`src/rtl/display_scan_controller.sv`:
```
// Time-multiplexed scan controller for an 8-digit seven-segment display with frame-aligned digit updates.
// Define LEADING_ZERO_BLANK_EN to blank leading zero digits (position 0 is always shown).
module display_scan_controller #(
  parameter int unsigned CLK_DIV = 100000
) (
  input  logic        clk,
  input  logic        rst,
  input  logic        load,
  input  logic [31:0] digits_in,
  output logic [3:0]  v,
  output logic [2:0]  anum,
  output logic        blank,
  output logic        pending,
  output logic        load_ack
);

  localparam int unsigned PW = (CLK_DIV > 2) ? $clog2(CLK_DIV) : 1;

  typedef enum logic {
    SCAN  = 1'b0,
    APPLY = 1'b1
  } state_t;

  state_t        state;
  state_t        state_nxt;
  logic [PW-1:0] pcnt;
  logic [31:0]   display;
  logic [31:0]   shadow;
  logic          tick;
  logic          boundary;
  logic          apply_c;
  logic [4:0]    sh;

  assign tick     = (pcnt == PW'(CLK_DIV - 1));
  assign boundary = tick && (anum == 3'd7);
  assign apply_c  = boundary && pending;
  assign sh       = {anum, 2'b00};

  // Scan sequencing: APPLY marks the single cycle after new data became visible.
  always_ff @(posedge clk or posedge rst) begin
    if (rst) state <= SCAN;
    else     state <= state_nxt;
  end

  always_comb begin
    state_nxt = SCAN;
    case (state)
      SCAN:    if (apply_c) state_nxt = APPLY;
      APPLY:   if (apply_c) state_nxt = APPLY;
      default: state_nxt = SCAN;
    endcase
  end

  assign load_ack = (state == APPLY);

  // Prescaler and digit position.
  always_ff @(posedge clk or posedge rst) begin
    if (rst) begin
      pcnt <= '0;
      anum <= 3'd0;
    end else begin
      pcnt <= tick ? '0 : pcnt + PW'(1);
      if (tick) anum <= anum + 3'd1;
    end
  end

  // Shadow capture is independent of the scan; the display takes the old shadow at a boundary.
  always_ff @(posedge clk or posedge rst) begin
    if (rst) begin
      display <= 32'd0;
      shadow  <= 32'd0;
      pending <= 1'b0;
    end else begin
      if (apply_c) display <= shadow;
      if (load) begin
        shadow  <= digits_in;
        pending <= 1'b1;
      end else if (apply_c) begin
        pending <= 1'b0;
      end
    end
  end

  assign v = display[sh +: 4];

`ifdef LEADING_ZERO_BLANK_EN
  // Dark when this nibble and all nibbles above it are zero, except at position 0.
  assign blank = (anum != 3'd0) && ((display >> sh) == 32'd0);
`else
  assign blank = 1'b0;
`endif

endmodule

```
`config.mk`:
```
export PLATFORM = sky130hd
export DESIGN_NAME = display_scan_controller
export DESIGN_NICKNAME = d
export VERILOG_FILES = /design/src/rtl/display_scan_controller.sv
export SDC_FILE = /design/constraint.sdc
export NUM_CORES = 1
export LEC_CHECK = 0
export BUFFER_PORTS_ARGS = -buffer_cell sky130_fd_sc_hd__buf_2
export CAP_MARGIN = 20
export CORE_ASPECT_RATIO = 1.4
export CORE_MARGIN = 2
export CORE_UTILIZATION = 30
export DETAILED_ROUTE_END_ITERATION = 16
export GPL_TIMING_DRIVEN = 0
export PLACE_DENSITY_LB_ADDON = 0.05
export SLEW_MARGIN = 20
export SYNTH_ARGS = -nofsm -noshare
export SYNTH_HDL_FRONTEND = slang
export SYNTH_SLANG_ARGS = --single-unit
```
`constraint.sdc`:
```
create_clock -name clk -period 2.81 [get_ports clk]
set_input_delay 0 -clock clk [delete_from_list [all_inputs] [get_ports clk]]
set_output_delay 0 -clock clk [all_outputs]
set_load 0.02 [all_outputs]
```
==> results by group <==
Run status
  • Status: finished, final reports clean

Critical path
  • Reg-to-Reg Start: pcnt[0]
  • WP data required: approximately 3.0 ns
  • Cells on worst reg2reg path: 7
  • R2R Path End: display[19]
  • CP endpoint kind: flip-flop
  • CP Data Arrival Time: 2.61 ns
  • R2R Setup Slk: between 0.4 and 0.5 ns
  • WS Path Type: reg -> reg
  • Maximum fanout along the worst path: 10
  • Startpoint types: flip-flop

Cells and area
  • Filler cell count: 1,179
  • P&R area growth vs syn: 29.0%
  • Multi-input gate area: roughly 1400 um^2
  • Nets: 371
  • N_diodes: 0
  • Share of layout cells above drive strength 1: 0.439
  • Sequential Area: between 2000 and 2500 um^2
  • Post-route cell area: 4750 um^2

Min path
  • Hold Crit Class: in -> reg
  • Worst hold start: load
  • WHS Endpoint: shadow[31]
  • Cells on Worst Hold Path: 2

Synth
  • Synth Instances: between 200 and 250
  • EDFF count, synth: 0
  • Synth cell count leaders: dfrtp_1, mux2_2, nor2_1
  • Synthesized flop and latch total: 86
  • Async S/R FF share, synth: 1.00
  • Netlist Area Pre-Place: 3680 um^2
  • Seq/Total Area, Yosys: 0.585
  • Syn avg cell area: 15.0 um^2
  • Synth cell types: 32
  • Mapped Nets: about 280
  • Most numerous cell in the Yosys netlist: dfrtp_1
  • Ys flop type: dfrtp_1
  • Top cells by area, synth: dfrtp_1, mux2_2, mux4_2
  • Dominant cell type by area after synthesis: dfrtp_1
  • Share of the synthesized area in the top cell type: 0.585
  • Ys Warns: 0

Floorplanning
  • Site row count: 47
  • Core Footprint: 11,900 um^2
  • Die area: between 10,000 and 15,000 um^2
  • Die W: around 100 um
  • Initial Util: 0.310
  • I/O Pins: 45
  • Die Span Y: about 140 um

Power and ir drop
  • Max VDD drop: ~270 uV
  • Pleak: roughly 2.2 nW
  • PnR Total Power: 2.72 mW
  • Power Density: between 500 and 600 nW/um^2

Placed design
  • DP Area: just over 4000 um^2
  • Post-DP HPWL: 5.33 mm
  • Count of input and output buffers: 42
  • Dpl ws: between 0.3 and 0.4 ns
  • Routability cong.: 0.748

Run
  • Maxcap violations: 0

STA
  • Max Clock Skew: between 0.006 and 0.007 ns
  • RSZ-0062 raised after global routing: false
  • Setup violations, final: 0
  • Worst rel slew slack: 0.516
  • Fin crit period: 2.39 ns
  • Setup WS post-layout: between 0.4 and 0.5 ns
  • Final hold viol count: 0
  • Hold_ws: roughly 0.15 ns
  • Highest Clock Rate: ~0.42 GHz
  • Final period util: 0.851
  • Max Slew Vio Count: 0
  • Worst slew pin tran: 0.726 ns

Routing
  • Vias: 2,258
  • DR iter-0 viols: 47
  • Drt via density: about 4.7
  • DRT antenna net count: 0
  • Drt wl/cell: ~16 um
  • DRC: 0
  • Routed WL: about 7.9 mm
  • Initial DRT Pass Iterations: 4

Clock network
  • Clock Sink Count: between 80 and 90
  • Skew-Pair Late Insertion Delay: ~0.33 ns
  • Max clock buf depth: 2
  • CTS tree: yes
  • Post-CTS Resized: 0
  • Worst-path clk slew: 0.06 ns
  • Num CTS Buffers: 9
  • Root buffer cell: clkbuf_16
  • H-Tree Level Count: 3
  • Post-CTS Setup Inserts: 0

GRT
  • Initial antenna violation count: 0
  • First-pass GRT wire length: 13.1 mm
  • Vias in the first global route: approximately 2,400
  • Gr ovfl total: 0
  • GRT Overall Usage: 0.129
  • Largest net degree at the start of global routing: between 40 and 50
[layout by cell type, fill, tap and decap left out, types with 2 or more instances in the layout]
cell and n:
clkbuf_16 9, nand4_1 9, clkbuf_1 5, xor2_1 9, xnor2_1 5, and3_1 3, bufinv_16 2, ha_1 3
dfrtp_1 86, buf_2 45, buf_4 2, inv_6 2, dlygate4sd3_1 33, nand2_1 4, o21ai_0 2, mux2_2 69
nor2_1 11, buf_6 3, mux4_2 8, clkinv_2 2, nand3_1 8
[routing by layer]
metal / track usage / vias to the layer above / wire length, um
met2: 0.219 / 35 / 3980
met4: 0.0486 / 0 / 127
met5: 0 / - / 0
li1: - / 1062 / -
met3: 0.0274 / 9 / 225
met1: 0.163 / 1152 / 3520
[power breakdown]
group,internal (mW),switching (mW)
Sequential,1.28,0.0236
Combinational,0.0930,0.0598
Clock,0.774,0.489
[cell type report]
cell class,instances,share of cell area
plain buffers,13,0.0174
clock buffers,9,0.0474
clock inverters,6,0.0182
inverters,1,0.00184
multi-input cells,146,0.304
flip-flops and latches,86,0.453
well taps,147,0.0387
repair buffers,76,0.120
[flip-flops by register name, summed over array words and instances, names as in the netlist]
signal,flops
display,32
shadow,32
pcnt,17
anum,3
load_ack,1
pending,1
[logic make-up (layout without fill, tap and decap cells)]
logic type / Yosys count / after routing / synth area share
flops: 86 / 86 / 0.585
other cells: 1 / 1 / 0.00102
simple gates: 45 / 45 / 0.0751
compound gates: 4 / 4 / 0.00612
fa+ha+maj: 3 / 3 / 0.0102
mux: 79 / 79 / 0.266
xor+xnor: 14 / 14 / 0.0333
buf+inv: 14 / 105 / 0.0235
[per-stage QoR]
step / util / instances / TNS [ns]
2_1_floorplan: - / 246 / 0
3_3_place_gp: 0.343 / 435 / -64.27
3_5_place_dp: 0.346 / 436 / 0
4_1_cts: 0.400 / 484 / 0
5_1_grt: 0.400 / 484 / 0
6_report: 0.400 / 484 / 0
[worst max-delay path, cell delays in order (launching register included)]
cell and delay [ns]:
dfrtp_1 0.48, ha_1 0.19, buf_4 0.17, nor4b_4 0.22
nand4_2 0.21, nor3_4 0.41, buf_6 0.24, mux2_2 0.34
[timing repair]
| item | 4_1_cts | 5_1_grt |
|---|---|---|
| hold buffers | 33 | 0 |
| setup endpoints to repair | 0 | 0 |
| hold endpoints to repair | 73 | 0 |
[worst max-delay path by stage]
stage	cells past startpoint	to	slack (ns)	startpoint
after global placement	2	shadow[14]	-0.76	rst
after detailed placement	7	display[20]	0.39	pcnt[0]
after floorplan	1	anum[0]	0.59	rst
after global routing	7	display[21]	0.26	pcnt[0]
final	7	display[19]	0.42	pcnt[0]
after CTS	7	display[19]	0.38	pcnt[0]
Power figures use the tool's default switching activity.
